--- src/rtl/sobel_window_core.sv ---
// Sobel gradient-magnitude stage fed by a 3x3 window stream: three pipeline stages,
// raster position tracking for border blanking, and line/frame-end tagging.
module sobel_window_core #(
    parameter int          IMG_W  = 640,
    parameter int          IMG_H  = 480,
    parameter logic [7:0]  THRESH = 8'd64
) (
    input  logic       clk,
    input  logic       rst_n,
    input  logic       iValid,
    input  logic       iSof,
    input  logic [7:0] iData_11,
    input  logic [7:0] iData_12,
    input  logic [7:0] iData_13,
    input  logic [7:0] iData_21,
    input  logic [7:0] iData_22,
    input  logic [7:0] iData_23,
    input  logic [7:0] iData_31,
    input  logic [7:0] iData_32,
    input  logic [7:0] iData_33,
    output logic       oValid,
    output logic [7:0] oData,
    output logic       oEdge,
    output logic       oEol,
    output logic       oEof
);

    localparam int CW = $clog2(IMG_W);
    localparam int RW = $clog2(IMG_H);
    localparam logic [CW-1:0] LAST_COL = CW'(IMG_W - 1);
    localparam logic [RW-1:0] LAST_ROW = RW'(IMG_H - 1);

    logic [CW-1:0] col_q, col_d, cur_col;
    logic [RW-1:0] row_q, row_d, cur_row;
    logic          beat_mask, beat_eol, beat_eof;

    logic [9:0] px_q, px_d, nx_q, nx_d, py_q, py_d, ny_q, ny_d;
    logic [9:0] gx_q, gx_d, gy_q, gy_d;
    logic [1:0] vld_q, vld_d, mask_q, mask_d, eol_q, eol_d, eof_q, eof_d;

    logic       ovalid_q, ovalid_d, oedge_q, oedge_d, oeol_q, oeol_d, oeof_q, oeof_d;
    logic [7:0] odata_q, odata_d;
    logic [10:0] mag;
    logic [7:0]  mag_sat;
    logic        keep;

    // Position of the current beat; a start-of-frame beat is always (0,0).
    always_comb begin
        cur_col = iSof ? '0 : col_q;
        cur_row = iSof ? '0 : row_q;
        col_d   = col_q;
        row_d   = row_q;
        if (iValid) begin
            if (cur_col == LAST_COL) begin
                col_d = '0;
                row_d = (cur_row == LAST_ROW) ? '0 : cur_row + 1'b1;
            end else begin
                col_d = cur_col + 1'b1;
                row_d = cur_row;
            end
        end
        beat_mask = (cur_col < CW'(2)) || (cur_row < RW'(2));
        beat_eol  = (cur_col == LAST_COL);
        beat_eof  = beat_eol && (cur_row == LAST_ROW);
    end

    always_comb begin
        px_d = {2'b00, iData_13} + {1'b0, iData_23, 1'b0} + {2'b00, iData_33};
        nx_d = {2'b00, iData_11} + {1'b0, iData_21, 1'b0} + {2'b00, iData_31};
        py_d = {2'b00, iData_31} + {1'b0, iData_32, 1'b0} + {2'b00, iData_33};
        ny_d = {2'b00, iData_11} + {1'b0, iData_12, 1'b0} + {2'b00, iData_13};

        gx_d = (px_q >= nx_q) ? (px_q - nx_q) : (nx_q - px_q);
        gy_d = (py_q >= ny_q) ? (py_q - ny_q) : (ny_q - py_q);

        vld_d  = {vld_q[0],  iValid};
        mask_d = {mask_q[0], beat_mask};
        eol_d  = {eol_q[0],  beat_eol};
        eof_d  = {eof_q[0],  beat_eof};

        mag      = {1'b0, gx_q} + {1'b0, gy_q};
        mag_sat  = (mag > 11'd255) ? 8'hFF : mag[7:0];
        keep     = vld_q[1] && !mask_q[1];
        odata_d  = keep ? mag_sat : 8'h00;
        oedge_d  = keep && (mag_sat > THRESH);
        ovalid_d = vld_q[1];
        oeol_d   = vld_q[1] && eol_q[1];
        oeof_d   = vld_q[1] && eof_q[1];
    end

    // Data registers reset too, so a reset flushes everything in flight.
    always_ff @(posedge clk or negedge rst_n) begin
        if (!rst_n) begin
            col_q    <= '0;
            row_q    <= '0;
            px_q     <= '0;
            nx_q     <= '0;
            py_q     <= '0;
            ny_q     <= '0;
            gx_q     <= '0;
            gy_q     <= '0;
            vld_q    <= '0;
            mask_q   <= '0;
            eol_q    <= '0;
            eof_q    <= '0;
            ovalid_q <= 1'b0;
            odata_q  <= '0;
            oedge_q  <= 1'b0;
            oeol_q   <= 1'b0;
            oeof_q   <= 1'b0;
        end else begin
            col_q    <= col_d;
            row_q    <= row_d;
            px_q     <= px_d;
            nx_q     <= nx_d;
            py_q     <= py_d;
            ny_q     <= ny_d;
            gx_q     <= gx_d;
            gy_q     <= gy_d;
            vld_q    <= vld_d;
            mask_q   <= mask_d;
            eol_q    <= eol_d;
            eof_q    <= eof_d;
            ovalid_q <= ovalid_d;
            odata_q  <= odata_d;
            oedge_q  <= oedge_d;
            oeol_q   <= oeol_d;
            oeof_q   <= oeof_d;
        end
    end

    assign oValid = ovalid_q;
    assign oData  = odata_q;
    assign oEdge  = oedge_q;
    assign oEol   = oeol_q;
    assign oEof   = oeof_q;

endmodule
--- config.mk ---
export PLATFORM = sky130hd
export DESIGN_NAME = sobel_window_core
export DESIGN_NICKNAME = d
export VERILOG_FILES = /design/src/rtl/sobel_window_core.sv
export SDC_FILE = /design/constraint.sdc
export NUM_CORES = 1
export LEC_CHECK = 0
export ABC_AREA = 1
export CORE_MARGIN = 2
export CORE_UTILIZATION = 35
export CTS_CLUSTER_SIZE = 25
export DETAILED_ROUTE_END_ITERATION = 10
export GPL_TIMING_DRIVEN = 0
export PLACE_DENSITY_LB_ADDON = 0.08
export SETUP_SLACK_MARGIN = 0.02
export SYNTH_ARGS = -nofsm -noshare
export SYNTH_HDL_FRONTEND = slang
export SYNTH_SLANG_ARGS = --single-unit
--- constraint.sdc ---
create_clock -name clk -period 2.1 [get_ports clk]
set_clock_uncertainty 0.1 [all_clocks]
set_input_delay 0.21 -clock clk [delete_from_list [all_inputs] [get_ports clk]]
set_output_delay 0.21 -clock clk [all_outputs]
set_load 0.01 [all_outputs]
== Yosys cells after proc, flatten, opt, wreduce, memory -nomap -nowiden ==
Index checks and enable logic that the tools add are counted.
Storage, ports and cells
  bits in registers: 99
  latch bits: 0
  memory bits (writable): 0
  bits in read-only memories: 0
  output and inout bits: 12
  logic and storage cells: 56
  memories: 0
Cells by class
  add/subtract/negate cells: 15
  multipliers: 0
  div/mod/pow operators: 0
  $lt $le $gt $ge: 6
  eq/ne operators: 2
  shifts and indexed selects: 0
  muxes and demuxes: 9
  bitwise operators: 0
  reductions and logical operators: 7
Operators with widths (number)
  adder 10 x 8 -> 10 bit: 4
  adder 8 x 9 -> 10 bit: 4
  two-way mux 10 bit: 4
  subtractor 10 bit: 4
  two-way mux 9 bit: 3
  >= comparator 10 bit: 2
  two-way mux 8 bit: 2
  adder 10 x 10 -> 11 bit: 1
  > comparator 11 x 8 -> 1 bit, second input constant: 1
  adder 10 x 1 -> 10 bit, second input constant: 1
  equality test 10 bit, second input constant: 1
  less-than comparator 10 x 2 -> 1 bit, second input constant: 1
  adder 9 x 1 -> 9 bit, second input constant: 1
  equality test 9 bit, second input constant: 1
  less-than comparator 9 x 2 -> 1 bit, second input constant: 1
  > comparator 8 x 7 -> 1 bit, second input constant: 1
  logical AND 1 bit: 5
  logical NOT 1 bit: 1
  logical OR 1 bit: 1

== Depth between registers and ports, before layout ==
Gate-level depths: netlist (run 1).
  depth after elaboration: 5
  depth in mapped cells: 14

== Least setup slack after synthesis (run 1) ==
Ideal clock, no wire load.
  path kind: input to register
  from: in iData_11[1]
  to: reg nx_q[7]
  library setup time: 131 ps
  arrival: 1905 ps
  required time: 1869 ps
  slack: -37 ps
  cell stages on the path: 9
  buffers on the path: 0
  cells stage by stage: fa_1 ha_1 inv_1 fa_1 o21ai_0 nand2_1 nand2_1 a21oi_1 xor2_1
Between the ends
  word-level cells in the longest chain between the ends: 2
RTL lines
  start, declared: line 12  | input logic [7:0] iData_11,
  adder 8 x 9 -> 10 bit: line 69  | nx_d = {2'b00, iData_11} + {1'b0, iData_21, 1'b0} + {2'b00, iData_31};
  adder 10 x 8 -> 10 bit: line 69
  named net nx_d[7]: line 37  | logic [9:0] px_q, px_d, nx_q, nx_d, py_q, py_d, ny_q, ny_d;
  end signal, assigned: line 115  | nx_q <= nx_d;
  end, declared: line 37
The timed path passes the listed nets, and every way through them passes these cells.
A chain may end at the register's enable or synchronous reset.

== Worst setup path after layout (run 1) ==
  from: in iData_33[0]
  to: reg px_q[7]
Between the ends
  word-level cells in the longest chain between the ends: 1
RTL lines
  start, declared: line 20  | input logic [7:0] iData_33,
  adder 10 x 8 -> 10 bit: line 68  | px_d = {2'b00, iData_13} + {1'b0, iData_23, 1'b0} + {2'b00, iData_33};
  named net px_d[7]: line 37
  end signal, assigned: line 114  | px_q <= px_d;
  end, declared: line 37
The timed path passes the listed nets, and every way through them passes these cells.

==> reports/metrics.yaml, run 1 <==
clkTransAtPathRegs_ps: 70
drtIter0Drc: 301
most-common-layout-cells: "nand2_1, inv_1, dfrtp_1, ha_1, xor2_1"
synth_cells: 929
dieWidth_um: 153
pre_cts_ws_ps: -755
firstDrtPassIters: 4
path_max_fanout: 2
hold_slack_ps: 123
dp_hpwl_mm: 15.1
crit_path_cell_trace: "clkdlybuf4s50_1 -> ha_2 -> ha_4 -> inv_2 -> fa_2 -> o21ai_2 -> nand2_1 -> nand2_1 -> a21oi_2 -> buf_4 -> xor2_4"
worst_setup_path_start_kind: "input port"
vias_per_cell: 4.69
power_density_nw_per_um2: 1250
avgSynthCellArea_um2: 8.36
hp-class: "in2reg"
cp.arrival_ps: 2160
clk_latency_ps: 350
worstSetupPathType: "in2reg"
drt_wl_total_mm: 18.8
cts_tree: "yes"
hold_viol: 0
fillers: 2213
final_layout_size_suffix_gt1_share_pct: 18.4
ir_drop_v: 0.000414
place_inst: 1289
die_area_um2: 23400
finalCriticalPeriod_ps: 2040
required_ps: 2210
die_y_um: 153
routabilityCongestion: 0.883
seq_area_frac_synth_pct: 31.9
fin_crit_sh_pct: 97.2
core_area_um2: 21800
grt_pass1_vias: 6442
max_cap_viol_count: 0
ys.flop_type: "dfrtp_1"
synth_area_um2: 7760
io_pins: 88
yosys_warnings: 0
grt_setup_unrepaired: "yes"
total_leakage_power_nw: 4.84
path_common_cell: "nand2_1"
nets: 1241
rr_startpoint: "gx_q[0]"
max-slew-margin-rel_pct: 57.8
drc_errors: 0
synth-seq-cells: 99
cts_root_buf: "clkbuf_16"
antenna_found_initial: 0
drv_slew: 0
gr-total-overflow: 0
vias: 6230
grtUsageTotal_pct: 16.8
cts_made_buffers: 9
endpoint_kind: "register"
syn-num-nets: 1128
synthArstFlopShare_pct: 100
worst_slack_ps: 58.4
synth_edf_count: 0
crit_family: "adder cells"
cts_buffer_depth: 2
worstSetupStartpoint: "iData_33[0]"
final_common_cell: "nand2_1"
slowest_delay_ps: 490
stdcell_count: 1327
worstHoldStart: "iData_11[0]"
slowest_stage: "clkdlybuf4s50_1"
ys_types: 43
setup_violations: 0
rows: 54
routedWlPerCell_um: 14.2
status: "completed"
io_buffers: 79
htree_levels: 3
grt_max_degree: 57
syn_to_final_growth_pct: 27.7
ant_nets: 0
start_util_pct: 35.6
fmax_ghz: 0.490
worst_slew_pin_slew_ps: 631
grt_pass1_wl_mm: 31.9
path_buf_inv: 3
clock-sinks: 99
power_mw: 12.4
synth_stat cells (2+ instances only):
library cell  instances  area, µm²
nand2_1             196        736
inv_1               144        541
dfrtp_1              99       2480
ha_1                 86       1080
a21oi_1              62        310
nor2_1               54        203
xor2_1               49        429
nand3_1              43        215
o21ai_0              43        215
fa_1                 37        741
nand4_1              16        100
xnor2_1              16        140
clkbuf_2             11       55.1
o21ai_1              11       55.1
o211ai_1              8       60.1
nor2_2                6       37.5
a21o_1                5       37.5
buf_2                 5       25.0
o22ai_1               4       25.0
clkbuf_1              3       11.3
nand3b_1              3       22.5
nor2_4                3       33.8
inv_4                 2       12.5
nand2_2               2       12.5
o221ai_1              2       17.5
or2_2                 2       12.5
report_power, final:
group	leakage, nW	switching (mW)	internal, mW
clock network	0.142	0.740	0.920
logic	3.47	4.80	3.27
registers	1.23	0.276	2.43
what timing repair did:
item / 4_1_cts / 5_1_grt
gates resized for setup: 82 / 122
pin swaps: 39 / 58
gates cloned: 0 / 2
hold buffers: 1 / 0
setup endpoints to repair: 58 / 53
setup buffers: 12 / 11
endpoints found under the hold margin: 43 / 0
cell families (layout without fill, tap and decap cells):
kind of cell    Yosys count  in the layout  synth area share, %
xor+xnor                 65             65                 7.33
compound gates          142            142                 9.98
fa+ha+maj               123            123                 23.4
simple gates            331            332                 18.8
flops                    99             99                 31.9
buf+inv                 169            285                 8.61
other cells               0              1                    0
worst reg2reg max path: stages (launching register included):
cell and delay (ps):
dfrtp_1 380, ha_4 150, inv_2 40, fa_2 370
inv_2 80, nand3_2 70, nand2_2 80, nand2_2 60
nand3_2 60, nand2_2 60, nor2_4 160, nand2_4 90
o21ai_2 140, inv_1 50
state kept, by name (all words and copies together), names as in the netlist, 2 cells and up:
register,flops
col_q,10
gx_q,10
gy_q,10
nx_q,10
ny_q,10
px_q,10
py_q,10
row_q,9
oData,8
eof_q,2
eol_q,2
mask_q,2
vld_q,2
final timing paths:
path / end / slack, ps / cells after the start
setup / recovery: px_q[7] / 60 / 11
hold / removal: ny_q[0] / 120 / 2
setup reg to reg: oData[5] / 100 / 13
hold reg to reg: vld_q[1] / 250 / 0
max in group asynchronous: oData[7] / 920 / 3
min in group asynchronous: px_q[1] / 290 / 2
per-stage QoR:
stage               cell area, µm²  util [%]  setup TNS [ps]
floorplan                     7760         -               0
global placement              8900      40.8         -339380
detailed placement            8930      40.9          -23000
CTS                           9510      43.6           -35.4
global route                  9910      45.4           -60.2
finish                        9910      45.4               0
final cells by class:
type | instances | area [µm²] | share of cell area [%]
multi-input combinational | 662 | 5150 | 52.0
clock buffer | 9 | 225 | 2.27
buffer | 16 | 95.1 | 0.959
tap | 280 | 350 | 3.53
clock inverter | 6 | 65.1 | 0.656
antenna | 1 | 2.50 | 0.0252
sequential | 99 | 2480 | 25.0
inverter | 149 | 572 | 5.77
timing repair buffer | 105 | 971 | 9.80
layer usage:
metal | vias to the layer above | global-route usage [%] | routed length [µm]
met5 | - | 0 | 0
met4 | 0 | 4.19 | 229
met3 | 15 | 3.20 | 769
met2 | 108 | 26.9 | 8460
met1 | 2911 | 23.4 | 9320
li1 | 3196 | - | -
(Power assumes the default switching activity.)
==> run 2: changes to the inputs <==
Settings changed: SKIP_CTS_REPAIR_TIMING set to 1.
==> run 2 against run 1 <==
Against the previous run:
- sequential power is essentially flat
- clock power about the same
- die area stayed put
- utilization rose by 0.28 points
- sequential share of layout area fell by 0.15 points
- setup slack improved by 2.8 ps
- global-route usage shrank 0.24 points
- critical path depth grew 1
- critical endpoint is now oData[0]
- highest routed layer unchanged
==> reports/metrics.yaml, run 2 (same netlist as run 1, synthesis figures left out) <==
status: "completed"
p_switching_mw: 5.81
worstSetupPathType: "reg2reg"
max_cap_viol_count: 0
grt_setup_unrepaired: "yes"
vias_per_cell: 4.65
cts_made_buffers: 9
fmax_ghz: 0.490
dieWidth_um: 153
fin_crit_sh_pct: 97.1
rows: 54
cts_root_buf: "clkbuf_16"
worst_slack_ps: 61.2
finalCriticalPeriod_ps: 2040
io_pins: 88
pwr-share-clk_pct: 13.3
intPower_mw: 6.64
path_max_fanout: 5
grt_pass1_wl_mm: 31.4
grt_max_degree: 57
hold_viol: 0
io_buffers: 79
vias: 6176
core_area_um2: 21800
stdcell_area_um2: 9970
antenna_found_initial: 0
comb_power_share_pct: 65.1
htree_levels: 3
pre_cts_ws_ps: -755
die_area_um2: 23400
power_density_nw_per_um2: 1250
ant_nets: 0
ir_drop_v: 0.000422
gr-total-overflow: 0
routabilityCongestion: 0.883
cts_buffer_depth: 2
endpoint_kind: "register"
routedWlPerCell_um: 14.1
final_layout_size_suffix_gt1_share_pct: 17.5
worst_slew_pin_slew_ps: 580
grtUsageTotal_pct: 16.5
final_common_cell: "nand2_1"
total_leakage_power_nw: 5.03
p_seq_share_pct: 21.6
clkTransAtPathRegs_ps: 70
drt_wl_total_mm: 18.7
max-slew-margin-rel_pct: 61.2
drv_slew: 0
worst_setup_path_start_kind: "register"
die_y_um: 153
cp.arrival_ps: 2180
drc_errors: 0
clock-sinks: 99
clk_latency_ps: 350
dp_hpwl_mm: 15.1
power_mw: 12.4
cts_tree: "yes"
drtIter0Drc: 284
required_ps: 2240
start_util_pct: 35.6
fin_util_pct: 45.7
hp-class: "in2reg"
syn_to_final_growth_pct: 28.4
swShare_pct: 46.6
hold_slack_ps: 56.5
most-common-layout-cells: "nand2_1, inv_1, dfrtp_1, ha_1, xor2_1"
firstDrtPassIters: 4
grt_pass1_vias: 6313
nets: 1241
post_dp_cell_area_um2: 8930
setup_violations: 0
-- run 2: cell types whose count changed in the layout (fill, tap and decap cells not counted), sizes merged --
cell	change
dlymetal6s2s	+24
dlygate4sd2	-12
clkbuf	-5
clkdlybuf4s15	-3
clkdlybuf4s50	-3
nand2	-1
-- run 2: per-layer routing --
layer / part of all wire [%] / GRT usage, % / vias up / wire [µm]
met5: 0 / 0 / - / 0
met4: 0.66 / 3.62 / 0 / 123
met3: 3.6 / 3.03 / 7 / 671
met2: 46 / 26.7 / 97 / 8560
met1: 50 / 23.2 / 2879 / 9310
li1: - / - / 3193 / -
-- run 2: power by group through the flow --
stage,logic (mW),clock network (mW),registers [mW]
2_1_floorplan,5.33,0,2.64
3_3_place_gp,7.02,0,2.73
3_5_place_dp,7.02,0,2.73
4_1_cts,7.06,1.72,2.70
5_1_grt,9.23,1.81,2.75
6_report,8.10,1.66,2.69
-- run 2: final timing paths --
path	startpoint	slack [ps]	to	cells past startpoint
setup / recovery	gy_q[0]	60	oData[0]	12
hold / removal	iData_33[0]	60	px_q[0]	2
setup reg to reg	gy_q[0]	60	oData[0]	12
hold reg to reg	vld_q[0]	250	vld_q[1]	0
max in group asynchronous	rst_n	910	oData[7]	3
min in group asynchronous	rst_n	300	px_q[1]	2
-- run 2: final cells by class --
cell class | count | area, µm²
Fill cell | 2186 | 11900
Antenna cell | 1 | 2.50
Timing Repair Buffer | 104 | 1070
Sequential cell | 99 | 2480
Tap cell | 280 | 350
Inverter | 149 | 574
Clock inverter | 6 | 65.1
Multi-Input combinational cell | 661 | 5100
Buffer | 18 | 106
Clock buffer | 9 | 225
-- run 2: worst max-delay path, cell delays in order, from the launching register on --
cell and delay (ps):
dfrtp_1 380, ha_4 160, inv_2 40, fa_2 370
inv_2 70, nand3_2 70, nand2_2 100, nand2_2 70
nand3_2 60, nand2_2 60, nor2_4 160, nand2_2 110
o21a_1 180
-- run 2: through the flow --
step                TNS, ps  std cells
floorplan                 0        929
global placement    -339380       1288
detailed placement   -23000       1289
finish                    0       1327
CTS                   -7080       1304
global route           -541       1326
==> run 3: changes to the inputs <==
Settings changed: GPL_TIMING_DRIVEN 0 to unset.
==> run 3 against run 2 <==
Against the previous run:
- critical path depth increased by 1
- wire length increased by 3.0%
- sequential power increased by 2%
- fmax decreased by 0.30%
- setup slack got worse by 6.1 ps
- die area unchanged
- power increased by 4.7%
- register-to-register slack about the same
- non-clock buffer count increased by 87
- clock power increased by 4%
- clock-buffer cell count increased by 1
- largest power group unchanged
==> reports/metrics.yaml, run 3 (same netlist as run 1, synthesis figures left out) <==
start_util_pct: 35.6
io_pins: 88
cts_buffer_depth: 2
hp-class: "in2async"
stdcell_count: 1414
fmax_ghz: 0.489
comb_power_share_pct: 65.7
clkTransAtPathRegs_ps: 70
cts_root_buf: "clkbuf_16"
worstSetupPathType: "reg2reg"
dieWidth_um: 153
power_density_nw_per_um2: 1230
max_cap_viol_count: 0
slowest_delay_ps: 390
grt_pass1_vias: 6439
die_y_um: 153
worst_slack_ps: 55.2
drtIter0Drc: 241
hold_viol: 0
drc_errors: 0
htree_levels: 3
endpoint_kind: "register"
firstDrtPassIters: 4
cts_tree: "yes"
worst_slew_pin_slew_ps: 433
die_area_um2: 23400
fin_crit_sh_pct: 97.4
grt_pass1_wl_mm: 31.7
clk_latency_ps: 350
total_leakage_power_nw: 5.46
drt_wl_total_mm: 19.2
post_dp_cell_area_um2: 9680
antennaDiodeCount: 0
gr-total-overflow: 0
required_ps: 2240
fin_tns_setup_ps: 0
final_layout_size_suffix_gt1_share_pct: 21.6
ir_drop_v: 0.000458
status: "completed"
crit_family: "simple AND/OR/NAND/NOR gates"
cts_made_buffers: 9
dp_hpwl_mm: 15.7
hold_slack_ps: 99.3
path_depth: 13
vias_per_cell: 4.62
swShare_pct: 44.3
vias: 6538
worst_setup_path_start_kind: "register"
final_common_cell: "nand2_1"
finalCriticalPeriod_ps: 2040
p_switching_mw: 5.77
grtUsageTotal_pct: 16.8
p_seq_share_pct: 21.0
worstRegToRegCells: 13
grt_max_degree: 59
io_buffers: 79
grt_setup_unrepaired: "yes"
setup_violations: 0
most-common-layout-cells: "nand2_1, inv_1, buf_4, dfrtp_1, ha_1"
path_max_fanout: 4
clock-sinks: 99
place_inst: 1381
crit_path_cell_trace: "ha_2 -> inv_2 -> fa_2 -> inv_2 -> nand3_2 -> nand2_2 -> nand2_2 -> nand3_2 -> nand2_2 -> nor2_4 -> nand2_1 -> o21ai_0 -> inv_1"
power_mw: 13.0
slowest_stage: "fa_2"
syn_to_final_growth_pct: 36.6
pre_cts_ws_ps: -676
routedWlPerCell_um: 13.6
intPower_mw: 7.26
ant_nets: 0
pwr-share-clk_pct: 13.2
stdcell_area_um2: 10600
drv_slew: 0
antenna_found_initial: 0
path_common_cell: "nand2_2"
routabilityCongestion: 0.869
max-slew-margin-rel_pct: 71.1
core_area_um2: 21800
rows: 54
nets: 1328
path_buf_inv: 3
fin_util_pct: 48.6
cp.arrival_ps: 2190
run 3: metal layers:
layer	vias to the layer above	GRT usage [%]	wire length, µm
li1	3375	-	-
met3	18	2.07	701
met4	0	4.89	275
met5	-	0	0
met2	103	27.3	8890
met1	3042	23.8	9350
run 3: cell type report:
| cell class | instances | area [µm²] |
|---|---|---|
| tap | 280 | 350 |
| timing repair buffer | 209 | 1880 |
| clock buffer | 10 | 229 |
| clock inverter | 6 | 71.3 |
| inverter | 149 | 569 |
| fill | 2161 | 11200 |
| multi-input combinational | 661 | 5030 |
| sequential | 99 | 2480 |
run 3: final timing paths:
check,startpoint,to,slack [ps]
worst max-delay path,gy_q[0],oData[5],60
worst min-delay path,rst_n,px_q[1],100
worst max register to register,gy_q[0],oData[5],60
worst min register to register,mask_q[0],mask_q[1],250
max in group asynchronous,rst_n,oEdge,1270
min in group clk,iData_13[0],ny_q[0],140
run 3: power by group through the flow:
stage	Clock, mW	Sequential, mW	Combinational (mW)
final	1.72	2.74	8.56
after global routing	1.86	2.82	9.72
after CTS	1.79	2.72	7.80
after detailed placement	0	2.76	7.76
after global placement	0	2.75	7.75
after floorplan	0	2.64	5.33
run 3: worst register-to-register path, stage by stage, from the launching register on:
cell	delay, ps
dfrtp_1	340
ha_2	180
inv_2	40
fa_2	390
inv_2	70
nand3_2	70
nand2_2	90
nand2_2	70
nand3_2	60
nand2_2	60
nor2_4	130
nand2_1	110
o21ai_0	170
inv_1	60
